`src/rtl/i2s_receiver.sv`:
```
// I2S receiver: deserialises sd MSB-first on sck into left/right words with a pair-valid strobe.
// Define I2S_RX_FRAME_ERR_EN to enable the frame_err word-length error pulse.
module i2s_receiver #(
  parameter int unsigned SR_WIDTH = 32
) (
  input  logic                sck,
  input  logic                reset,
  input  logic                sd,
  input  logic                ws,
  output logic [SR_WIDTH-1:0] data_L,
  output logic [SR_WIDTH-1:0] data_R,
  output logic                valid,
  output logic                frame_err
);

  localparam int unsigned             CW      = $clog2(SR_WIDTH + 1);
  localparam logic [CW-1:0]           FULL    = CW'(SR_WIDTH);
  localparam logic [SR_WIDTH-1:0]     MSB_ONE = {1'b1, {(SR_WIDTH-1){1'b0}}};

  typedef enum logic [1:0] {SYNC, LEFT, RIGHT} state_t;

  state_t              state, state_n;
  logic                ws_d;
  logic [CW-1:0]       count, count_n;
  logic [SR_WIDTH-1:0] shift, shift_n;
  logic [SR_WIDTH-1:0] left_hold, left_hold_n;
  logic [SR_WIDTH-1:0] data_l_n, data_r_n;
  logic                valid_n, frame_err_n;

  logic                rise_c, fall_c, room_c;
  logic [SR_WIDTH-1:0] word_c;

`ifdef I2S_RX_FRAME_ERR_EN
  logic                ovf, ovf_n;
  logic                short_c, long_c;
`endif

  // Word-select edges and the slot word including this cycle's bit
  assign rise_c = ws & ~ws_d;
  assign fall_c = ~ws & ws_d;
  assign room_c = (count != FULL);
  assign word_c = (room_c && sd) ? (shift | (MSB_ONE >> count)) : shift;

`ifdef I2S_RX_FRAME_ERR_EN
  // Completed word is short if fewer than SR_WIDTH bits including this one
  assign short_c = (count < (FULL - CW'(1)));
  assign long_c  = ovf | ~room_c;
`endif

  always_ff @(posedge sck or posedge reset) begin
    if (reset) begin
      state     <= SYNC;
      ws_d      <= 1'b0;
      count     <= '0;
      shift     <= '0;
      left_hold <= '0;
      data_L    <= '0;
      data_R    <= '0;
      valid     <= 1'b0;
      frame_err <= 1'b0;
`ifdef I2S_RX_FRAME_ERR_EN
      ovf       <= 1'b0;
`endif
    end else begin
      state     <= state_n;
      ws_d      <= ws;
      count     <= count_n;
      shift     <= shift_n;
      left_hold <= left_hold_n;
      data_L    <= data_l_n;
      data_R    <= data_r_n;
      valid     <= valid_n;
      frame_err <= frame_err_n;
`ifdef I2S_RX_FRAME_ERR_EN
      ovf       <= ovf_n;
`endif
    end
  end

  always_comb begin
    state_n     = state;
    count_n     = count;
    shift_n     = shift;
    left_hold_n = left_hold;
    data_l_n    = data_L;
    data_r_n    = data_R;
    valid_n     = 1'b0;
    frame_err_n = 1'b0;
`ifdef I2S_RX_FRAME_ERR_EN
    ovf_n       = ovf;
`endif

    case (state)
      SYNC: begin
        // Data is ignored until the first falling ws edge opens a left slot
        shift_n = '0;
        count_n = '0;
`ifdef I2S_RX_FRAME_ERR_EN
        ovf_n   = 1'b0;
`endif
        if (fall_c) state_n = LEFT;
      end

      LEFT, RIGHT: begin
        shift_n = word_c;
        count_n = room_c ? (count + CW'(1)) : count;
`ifdef I2S_RX_FRAME_ERR_EN
        ovf_n   = ovf | ~room_c;
`endif
        if (rise_c || fall_c) begin
          shift_n = '0;
          count_n = '0;
`ifdef I2S_RX_FRAME_ERR_EN
          ovf_n   = 1'b0;
`endif
        end

        if ((state == LEFT) && rise_c) begin
          left_hold_n = word_c;
          state_n     = RIGHT;
`ifdef I2S_RX_FRAME_ERR_EN
          frame_err_n = short_c | long_c;
`endif
        end

        // Right LSB completes the pair: publish both words together
        if ((state == RIGHT) && fall_c) begin
          data_l_n = left_hold;
          data_r_n = word_c;
          valid_n  = 1'b1;
          state_n  = LEFT;
`ifdef I2S_RX_FRAME_ERR_EN
          frame_err_n = short_c | long_c;
`endif
        end
      end

      default: state_n = SYNC;
    endcase
  end

endmodule

```
`config.mk`:
```
export PLATFORM = sky130hd
export DESIGN_NAME = i2s_receiver
export DESIGN_NICKNAME = d
export VERILOG_FILES = /design/src/rtl/i2s_receiver.sv
export SDC_FILE = /design/constraint.sdc
export NUM_CORES = 1
export LEC_CHECK = 0
export ABC_CLOCK_PERIOD_IN_PS = 10100
export CAP_MARGIN = 20
export CORE_MARGIN = 2
export CORE_UTILIZATION = 40
export CTS_CLUSTER_DIAMETER = 30
export DETAILED_ROUTE_END_ITERATION = 8
export HOLD_SLACK_MARGIN = 0.03
export SLEW_MARGIN = 20
export SYNTH_ARGS = -nofsm -noshare
export SYNTH_HDL_FRONTEND = slang
export SYNTH_SLANG_ARGS = --single-unit
```
`constraint.sdc`:
```
create_clock -name sck -period 10.1 [get_ports sck]
set_input_delay 1.01 -clock sck [delete_from_list [all_inputs] [get_ports sck]]
set_output_delay 1.01 -clock sck [all_outputs]
set_load 0.005 [all_outputs]
```
# ---- After elaboration in Yosys (flattened, before gate mapping)
# Index checks and enable logic that the tools add are counted.
# W data, S select, Z words.
dict set report op_classes {
  addsub 1
  eq_ne 6
  n_shift 1
  n_mux 12
  bitwise 5
  n_reduce_logical 11
}
# op count
set op_table {}
lappend op_table {{$mux W32} 2}
lappend op_table {{$pmux W32 S2} 1}
lappend op_table {{$or A32 B32 Y32} 1}
lappend op_table {{$shr A32 B6 Y32 const A} 1}
lappend op_table {{$mux W6} 2}
lappend op_table {{$pmux W6 S2} 1}
lappend op_table {{$reduce_and A2 Y1} 4}
lappend op_table {{$add A6 B1 Y6 const B} 1}
lappend op_table {{$mux W2} 3}
lappend op_table {{$ne A3 B3 Y1 const B} 2}
lappend op_table {{$ne A6 B6 Y1 const B} 1}
lappend op_table {{$pmux W2 S2} 1}
lappend op_table {{$logic_and A1 B1 Y1} 3}
lappend op_table {{$and A1 B1 Y1} 2}
lappend op_table {{$eq A2 B1 Y1 const B} 1}
lappend op_table {{$eq A2 B2 Y1 const B} 1}
lappend op_table {{$logic_not A2 Y1} 1}
lappend op_table {{$mux W1} 2}
lappend op_table {{$ne A2 B2 Y1 const B} 1}
lappend op_table {{$not A1 Y1} 2}
lappend op_table {{$reduce_bool A2 Y1} 1}
lappend op_table {{$reduce_or A2 Y1} 1}
lappend op_table {{$logic_or A1 B1 Y1} 1}
dict set report word_totals {
  register_bits 138
  output_inout_bits 66
  wordCells 44
}

# ---- Logic depth before layout (Yosys ltp)
# Gate-level depths: netlist (run 1).
dict set report depth {
  depth_word 6
  depth_mapped 8
  ltp_nobuf 5
}

# ---- Worst setup path before layout (run 1)
# No wires, ideal clock.
dict set report synth_timing {
  path_type {input -> register}
  start {in ws}
  end {reg data_L[21]}
  setup_time_ns 0.125
  arrival_time_ns 1.944
  path_slack_ns 8.031
  path_stages 6
  path_buffers 1
  cell_sequence {inv_1 -> ha_1 -> nand3_2 -> inv_1 -> buf_4 -> mux2_2}
}
dict set report synth_between {
  elab_chain_cells 4
}
# item line_no
set synth_rtl {}
lappend synth_rtl {{start, declared} 9} ;# input logic ws,
lappend synth_rtl {{$not A1 Y1} 40} ;# assign fall_c = ~ws & ws_d;
lappend synth_rtl {{$and A1 B1 Y1} 40}
lappend synth_rtl {{$logic_and A1 B1 Y1} 127} ;# if ((state == RIGHT) && fall_c) begin
lappend synth_rtl {{$reduce_and A2 Y1 (no line)} --}
lappend synth_rtl {{end signal, assigned} 70} ;# data_L <= data_l_n;
lappend synth_rtl {{end, declared} 10} ;# output logic [SR_WIDTH-1:0] data_L,
# Every way passes these cells.
# A chain may end at the register's enable or synchronous reset.

# ---- Worst setup path after layout (run 1)
dict set report layout_timing {
  start {in ws}
  end {reg data_L[27]}
}
# The elaborated chain is that of the path after synthesis.

==> results of run 1 <==
==> cell families after synthesis <==
family / Yosys count / share of synthesized area, %
AO/OA/AOI/OAI: 143 / 14.6
XOR/XNOR: 1 / 0.153
adder cells (fa/ha/maj): 12 / 2.61
buffers and inverters: 53 / 5.49
flip-flops: 138 / 60.1
multiplexers: 34 / 6.62
other: 1 / 0.0653
AND/OR/NAND/NOR: 127 / 10.3
==> cell usage after synthesis, drive strengths merged (2+ instances only) <==
cell	n
a21bo	2
a21oi	36
a31oi	31
and2	4
and4bb	3
buf	31
clkbuf	10
dfrtp	138
ha	12
inv	12
mux2	32
mux2i	2
nand2	69
nand3	4
nor2	35
nor2b	5
nor4b	2
o21ai	65
o221ai	2
==> cells in the final DEF, fill, tap and decap left out, drive strengths merged, types with 5 or more instances in the layout <==
cell type,n
clkdlybuf4s50,68
clkbuf,24
mux2,32
nand2,69
o21ai,65
nor2,35
inv,12
a31oi,31
ha,12
nor2b,5
a21oi,36
dfrtp,138
==> power groups by stage <==
stage | sequential, mW | combinational [mW] | clock, mW
final | 0.599 | 0.246 | 0.652
after global routing | 0.603 | 0.278 | 0.688
after floorplan | 0.604 | 0.185 | 0
after global placement | 0.608 | 0.239 | 0
after detailed placement | 0.608 | 0.247 | 0
after CTS | 0.599 | 0.248 | 0.662
==> state kept, by name, summed over array words and instances (netlist names) <==
register and flops:
valid 1, data_R 32, state 2, count 6, ws_d 1, left_hold 32, data_L 32, shift 32
==> per-layer routing <==
| metal | vias to the layer above | wire, um |
|---|---|---|
| met1 | 1931 | 5370 |
| met2 | 68 | 5880 |
| li1 | 1858 | - |
| met4 | 0 | 173 |
| met5 | - | 0 |
| met3 | 15 | 434 |
==> area by class of cell <==
class	instances	area [um2]
Timing Repair Buffer	72	731
Sequential cell	138	3450
Fill cell	1263	6880
Multi-Input combinational cell	318	1980
Clock inverter	8	140
Tap cell	180	225
Clock buffer	24	482
Inverter	12	50.0
==> path summary, 6_finish.rpt <==
path | endpoint | from | depth (start not counted) | slack (ns)
worst min-delay path | left_hold[30] | left_hold[30] | 2 | 0.47
worst max register to register | data_L[27] | state[1] | 6 | 7.00
worst min register to register | left_hold[30] | left_hold[30] | 2 | 0.47
min in group asynchronous | valid | reset | 2 | 1.13
max in group asynchronous | left_hold[14] | reset | 3 | 7.82
worst max-delay path | data_L[27] | ws | 7 | 6.67
==> worst reg2reg max path, cell delays in order (launching register included) <==
cell	delay (ns)
dfrtp_1	0.42
inv_1	0.08
ha_1	0.44
nand3_2	0.66
buf_4	0.57
inv_1	0.41
mux2_2	0.39
==> stage by stage <==
stage | instance area (um2) | hold WS [ns] | utilization [%] | cells | setup slack [ns]
6_report | 7060 | 0.475 | 50.7 | 752 | 6.67
5_1_grt | 7060 | 0.511 | 50.7 | 752 | 6.42
4_1_cts | 7060 | 0.484 | 50.7 | 752 | 6.65
3_5_place_dp | 6440 | 0.471 | 46.2 | 720 | 6.22
3_3_place_gp | 6410 | 0.458 | 46.0 | 719 | 6.30
2_1_floorplan | 5740 | 0.444 | - | 509 | 5.39
==> flow_summary.ini, run 1 <==
[outcome]
outcome = finished clean

[sta]
final.setup.tns_ns = 0
final_max_slew_viol_count = 0
rsz0062_at_grt = false
slew-limit-headroom_pct = 40.7
period_share_pct = 33.9
finalCriticalPeriod_ns = 3.43
hold_violations = 0
worst_pin_slew_ns = 0.886
max_freq_ghz = 0.292
finClkSkew_ns = 0.0100
setup_viol = 0

[synth]
synth_seq_cells = 138
async_reset_ff_share_pct = 100
synth.distinct_cells = 43
synthesis.instances = 509
synth_edf_count = 0
yosysSeqAreaShare_pct = 60.1
synth_nets = 525
synth_top_flop_cell = dfrtp_1
yosysWarnings = 0
avgSynthCellArea_um2 = 11.3
netlist_area_um2 = 5740
synthTopCellsByArea = dfrtp_1 (60%), mux2_2 (6.3%), nand2_1 (4.5%)
synth_top_area_cell = dfrtp_1
synth_top_area_share_pct = 60.1

[global_route]
grt_usage_pct = 16.8
grt_max_degree = 89
antenna_found_initial = 0
grt.overflow.total = 0
grt_use_met1_pct = 21.7
grt_pass1_wl_um = 19500
grtUsageMet3_pct = 3.94
use_met2_pct = 27.3
first_global_vias = 3853
gr-max-usage-layer = met2

[route]
routed_wl_um = 11900
drtIter0Drc = 302
routed_via_density = 5.15
firstDrtPassIters = 5
drc = 0
wire_per_inst_um = 15.8
ant_nets = 0
vias = 3872

[floorplanning]
ios = 70
die_h_um = 124
rows = 43
die_x_um = 124
start_util_pct = 41.2
die-area_um2 = 15300
core_area_um2 = 13900

[pwr]
p_total_mw = 1.50
max-vdd-ir-drop_mv = 0.0988
p_sw_share_pct = 26.6
p_per_area_nw_per_um2 = 212
pwr-share-comb_pct = 16.5
power_leakage_nw = 3.14
clockPowerShare_pct = 43.6
intPower_mw = 1.10
seqPwrFrac_pct = 40.0
p_sw_uw = 398

[critical_path]
cp.arrival_ns = 3.73
slowest_delay_ns = 0.62
critical_path.top_delay_family = buffers and inverters
critical_path_class = input port to register
crit_required_ns = 10.40
cp_cell_sequence = clkdlybuf4s50_1, inv_1, ha_1, nand3_2, buf_4, inv_1, mux2_2
end_kind = register
worst-path-buf-inv = 4
cpMostUsedCell = inv_1
cp_max_fo = 51
crit_slowest_cell = nand3_2
cp-start-kind = input port

[cells_and_area]
finish.net_count = 575
antenna_cells = 0
area_delta_synth_final_pct = 22.9
layout-drive-gt1-share_pct = 15.2

[cts]
cts.sinks = 138
cts.repair.resized = 0
cts_buffer_depth = 2
postCtsHoldBufs = 0
cts_buffers = 17
clock_latency_ns = 0.42
cts_tree = yes
path_clk_slew_ns = 0.05
htreeDepth = 4
root_buffer = clkbuf_16
cts_setup_buffers = 0

[placement]
routabilityCongestion = 0.794
io_buffers = 68
post-dp-hpwl_um = 8010

[flow_run]
cap_violations = 0

[worst_hold_path]
min-delay-path-class = register to register
(Power assumes the default switching activity.)
==> run 2, diff against run 1 <==
--- a/config.mk
+++ b/config.mk
@@ -5,7 +5,7 @@
 export SDC_FILE = /design/constraint.sdc
 export NUM_CORES = 1
 export LEC_CHECK = 0
-export ABC_CLOCK_PERIOD_IN_PS = 10100
+export ABC_CLOCK_PERIOD_IN_PS = 3000
 export CAP_MARGIN = 20
 export CORE_MARGIN = 2
 export CORE_UTILIZATION = 40
==> constraint.sdc (replaced) <==
create_clock -name sck -period 3 [get_ports sck]
set_input_delay 0.3 -clock sck [delete_from_list [all_inputs] [get_ports sck]]
set_output_delay 0.3 -clock sck [all_outputs]
set_load 0.005 [all_outputs]
==> run 2 against run 1 <==
Net effect:
- worst setup slack worse by 6.0 ns
- critical path depth shrank 1
- first-iteration DRC count fell by 31%
- count of clock-buffer cells in the layout stayed put
- die area stayed put
- sequential cell count unchanged
- final area is 0.12% higher
- sequential share of layout area down 0.061 points
- utilization increased by 0.063 points
- wire length fell by 1.5%
- largest cell class unchanged
==> flow_summary.ini, run 2 (same netlist as run 1, synthesis figures left out) <==
[global_route]
grt.overflow.total = 0
grt_max_degree = 85
grt_pass1_wl_um = 19300
antenna_found_initial = 0
grt_usage_pct = 16.7
first_global_vias = 3804

[cells_and_area]
layout-drive-gt1-share_pct = 15.8
area_delta_synth_final_pct = 23.1
fill_cells = 1225
layout_common_cells = dfrtp_1 (138), nand2_1 (69), clkdlybuf4s50_1 (68), o21ai_0 (48), nor2_1 (34)
layout.cells.most_common = dfrtp_1
finish.net_count = 580
antenna_cells = 0
instances_no_fill = 757

[pwr]
power_leakage_nw = 3.14
p_per_area_nw_per_um2 = 698
max-vdd-ir-drop_mv = 0.363

[floorplanning]
ios = 70
core_area_um2 = 13900
start_util_pct = 41.2
die_x_um = 124
die_h_um = 124
rows = 43
die-area_um2 = 15300

[placement]
dp_cells = 725
post-dp-hpwl_um = 7990
routabilityCongestion = 0.789
io_buffers = 68

[cts]
cts.sinks = 138
cts_setup_buffers = 0
cts_tree = yes
cts.repair.resized = 0
htreeDepth = 4
clock_latency_ns = 0.42
postCtsHoldBufs = 0
cts_buffer_depth = 2
path_clk_slew_ns = 0.05
root_buffer = clkbuf_16
cts_buffers = 17

[route]
drtIter0Drc = 208
ant_nets = 0
wire_per_inst_um = 15.4
wl_met2_um = 5810
routed_wl_um = 11700
wl_met3_um = 409
drc = 0
routed_via_density = 5.11
top_layer_used = met4
vias = 3871
met1Wirelength_um = 5310
firstDrtPassIters = 4

[critical_path]
crit_slowest_cell = nand3_2
end_kind = register
cp_cell_sequence = inv_1, ha_1, nand3_2, buf_4, nand2_1, o21ai_0
cp.arrival_ns = 2.57
cp-start-kind = register
slowest_delay_ns = 0.57
critical_path.top_delay_family = simple AND/OR/NAND/NOR gates
crit_required_ns = 3.29
worst-path-buf-inv = 2
crit_cells = 6
cp_max_fo = 37
r2r_cells = 6
critical_path_class = register to register

[sta]
max_freq_ghz = 0.438
hold_violations = 0
period_share_pct = 76.1
setup_viol = 0
finalCriticalPeriod_ns = 2.28
final_max_slew_viol_count = 0
rsz0062_at_grt = false
slew-limit-headroom_pct = 43.9
worst_pin_slew_ns = 0.841
final.setup.tns_ns = 0
finClkSkew_ns = 0.00777

[outcome]
outcome = finished clean

[flow_run]
cap_violations = 0

[worst_hold_path]
min-delay-path-class = input port to async pin
==> run 2: cell count changes in the layout (fill, tap and decap cells not counted) <==
cell | previous run | this run
clkinvlp_4 | 0 | 2
buf_4 | 3 | 7
buf_16 | 1 | 0
buf_12 | 0 | 2
bufinv_16 | 4 | 3
clkbuf_8 | 3 | 2
inv_6 | 1 | 0
clkbuf_1 | 4 | 5
==> run 2: layout make-up <==
class	instances	area (um2)	share of cell area, %
inverter	12	48.8	0.690
clock inverter	8	118	1.66
sequential	138	3450	48.9
tap	180	225	3.19
clock buffer	24	472	6.67
timing repair buffer	77	773	10.9
multi-input combinational	318	1980	28.0
==> run 2: path summary, 6_finish.rpt <==
check,start,to,slack [ns]
max in group asynchronous,reset,data_L[14],2.27
worst max register to register,state[1],left_hold[17],0.72
worst max-delay path,state[1],left_hold[17],0.72
worst min register to register,left_hold[30],left_hold[30],0.48
worst min-delay path,reset,data_L[30],0.35
min in group sck,ws,ws_d,0.39
==> run 2: power by group <==
part | internal [mW] | leakage (nW) | switching, mW | total [mW]
combinational | 0.309 | 0.935 | 0.525 | 0.834
sequential | 1.95 | 1.92 | 0.0702 | 2.02
clock | 1.34 | 0.288 | 0.735 | 2.08
total | 3.60 | 3.14 | 1.33 | 4.93
==> run 2: through the flow <==
step | instance area (um2) | total power, mW | util (%) | hold WS, ns | setup slack (ns)
floorplan | 5750 | 2.66 | - | 0.331 | 0.979
global placement | 6480 | 2.86 | 46.5 | 0.462 | 0.738
detailed placement | 6480 | 2.89 | 46.5 | 0.465 | 0.704
finish | 7070 | 4.93 | 50.7 | 0.350 | 0.717
CTS | 7070 | 4.99 | 50.7 | 0.348 | 0.718
global route | 7070 | 5.18 | 50.7 | 0.375 | 0.570
==> run 2: worst min-delay path: cells and delay by family <==
kind     cells  cell delay [ns]
buf+inv      3             0.85
==> run 2: per-layer routing <==
layer	GRT usage (%)	vias to the layer above
li1	-	1867
met2	26.5	70
met4	6.82	0
met1	21.9	1919
met5	0	-
met3	4.40	15
==> run 3, diff against run 2 <==
--- a/config.mk
+++ b/config.mk
@@ -5,7 +5,7 @@
 export SDC_FILE = /design/constraint.sdc
 export NUM_CORES = 1
 export LEC_CHECK = 0
-export ABC_CLOCK_PERIOD_IN_PS = 3000
+export ABC_CLOCK_PERIOD_IN_PS = 2100
 export CAP_MARGIN = 20
 export CORE_MARGIN = 2
 export CORE_UTILIZATION = 40
==> constraint.sdc (replaced) <==
create_clock -name sck -period 2.1 [get_ports sck]
set_input_delay 0.21 -clock sck [delete_from_list [all_inputs] [get_ports sck]]
set_output_delay 0.21 -clock sck [all_outputs]
set_load 0.005 [all_outputs]
==> run 3 against run 2 <==
Net effect:
- critical path depth unchanged
- worst setup slack got worse by 0.56 ns
- total power rose by 42%
- via count grew 1.2%
- global-route usage hardly changed
- die area did not move
- utilization up 0.56 points
- largest power group is now registers
- highest routed layer unchanged
==> flow_summary.ini, run 3 (same netlist as run 1, synthesis figures left out) <==
[outcome]
outcome = finished clean

[sta]
final.setup.tns_ns = 0
finalCriticalPeriod_ns = 1.94
max_freq_ghz = 0.516
hold_violations = 0
worst_pin_slew_ns = 0.569
period_share_pct = 92.3
fin_ws_ns = 0.162
rsz0062_at_grt = false
final_max_slew_viol_count = 0
slew-limit-headroom_pct = 62.0
finClkSkew_ns = 0.00647
setup_viol = 0

[critical_path]
cp-start-kind = register
rr_endpoint = data_L[28]
crit_start = state[0]
r2r_cells = 6
rr_startpoint = state[0]
critical_path_class = register to register
setup.worst_path.end = data_L[28]
cp_max_fo = 11
end_kind = register
cp.arrival_ns = 2.24
r2r_setup_slack_ns = 0.16
crit_required_ns = 2.40

[route]
drc = 0
routed_via_density = 5.14
wire_per_inst_um = 15.3
ant_nets = 0
drtIter0Drc = 304
firstDrtPassIters = 5
vias = 3916
routed_wl_um = 11700

[placement]
post-dp-hpwl_um = 8040
dp_slack_ns = 0.167
io_buffers = 68
routabilityCongestion = 0.771

[cells_and_area]
fill_cells = 1201
final_util_pct = 51.3
layout.cells.most_common = dfrtp_1
layout-drive-gt1-share_pct = 17.4
layout_common_cells = dfrtp_1 (138), nand2_1 (69), clkdlybuf4s50_1 (68), o21ai_0 (48), nor2_1 (34)
area_delta_synth_final_pct = 24.4
antenna_cells = 0
finish.net_count = 586

[pwr]
pwr-share-comb_pct = 18.0
p_sw_mw = 1.91
max-vdd-ir-drop_mv = 0.489
intPower_mw = 5.12
p_sw_share_pct = 27.1
p_per_area_nw_per_um2 = 984
power_leakage_nw = 3.19
seqPwrFrac_pct = 41.0
clockPowerShare_pct = 41.0

[cts]
clock_latency_ns = 0.42
path_clk_slew_ns = 0.06
postCtsHoldBufs = 0
htreeDepth = 4
cts.sinks = 138
cts_setup_buffers = 0
cts_tree = yes
cts.repair.resized = 0
cts_buffers = 17
root_buffer = clkbuf_16
cts_buffer_depth = 2

[global_route]
antenna_found_initial = 0
first_global_vias = 3861
grt.overflow.total = 0
grt_usage_pct = 16.8
grt_pass1_wl_um = 19400
grt_max_degree = 52

[floorplanning]
core_area_um2 = 13900
start_util_pct = 41.2
die-area_um2 = 15300
die_h_um = 124
ios = 70
rows = 43
die_x_um = 124

[worst_hold_path]
min-delay-path-class = input port to async pin

[flow_run]
cap_violations = 0
-- run 3: cell count changes in the layout (fill, tap and decap cells not counted) --
cell / previous run / this run
buf_12: 2 / 5
clkbuf_8: 2 / 7
bufinv_16: 3 / 1
clkinv_2: 4 / 5
buf_4: 7 / 10
clkbuf_1: 5 / 0
-- run 3: power by group through the flow --
stage          Sequential (mW)  Combinational, mW  Clock, mW
6_report                  2.88               1.26       2.88
3_3_place_gp              2.92               1.25          0
2_1_floorplan             2.91              0.892          0
3_5_place_dp              2.93               1.27          0
4_1_cts                   2.88               1.27       2.93
5_1_grt                   2.90               1.41       3.07
-- run 3: worst min-delay path by stage --
stage,start,to,slack (ns),cells after the start
6_report,reset,valid,0.13,2
2_1_floorplan,ws,ws_d,0.24,0
3_3_place_gp,left_hold[9],left_hold[9],0.46,2
5_1_grt,reset,data_L[30],0.15,2
3_5_place_dp,data_R[0],data_R[0],0.47,2
4_1_cts,reset,valid,0.12,2
-- run 3: per-layer routing --
layer	vias to the layer above	routed length (um)	part of all wire, %	GRT usage (%)
met3	16	484	4.1	4.30
met1	1932	5400	46	21.9
met5	-	0	0	0
li1	1876	-	-	-
met2	92	5620	48	26.5
met4	0	188	1.6	7.17
-- run 3: per-stage QoR --
stage	cell area [um2]	power, mW	hold WS [ns]	instances
6_report	7150	7.03	0.129	762
5_1_grt	7150	7.38	0.146	762
4_1_cts	7150	7.08	0.124	762
3_5_place_dp	6560	4.19	0.470	731
3_3_place_gp	6560	4.18	0.460	731
2_1_floorplan	5750	3.80	0.241	509
-- run 3: area by class of cell --
class	count	area [um2]	area share (%)
clock buffers	24	522	7.30
clock inverters	7	62.6	0.876
inverters	12	48.8	0.683
multi-input cells	318	1980	27.7
flip-flops and latches	138	3450	48.3
well taps	180	225	3.15
repair buffers	83	856	12.0
-- run 3: worst max-delay path, cell delays in order (launching register included) --
cell	delay (ns)
dfrtp_1	0.42
inv_1	0.09
ha_1	0.44
nand3_2	0.20
inv_1	0.11
buf_4	0.20
mux2_2	0.35
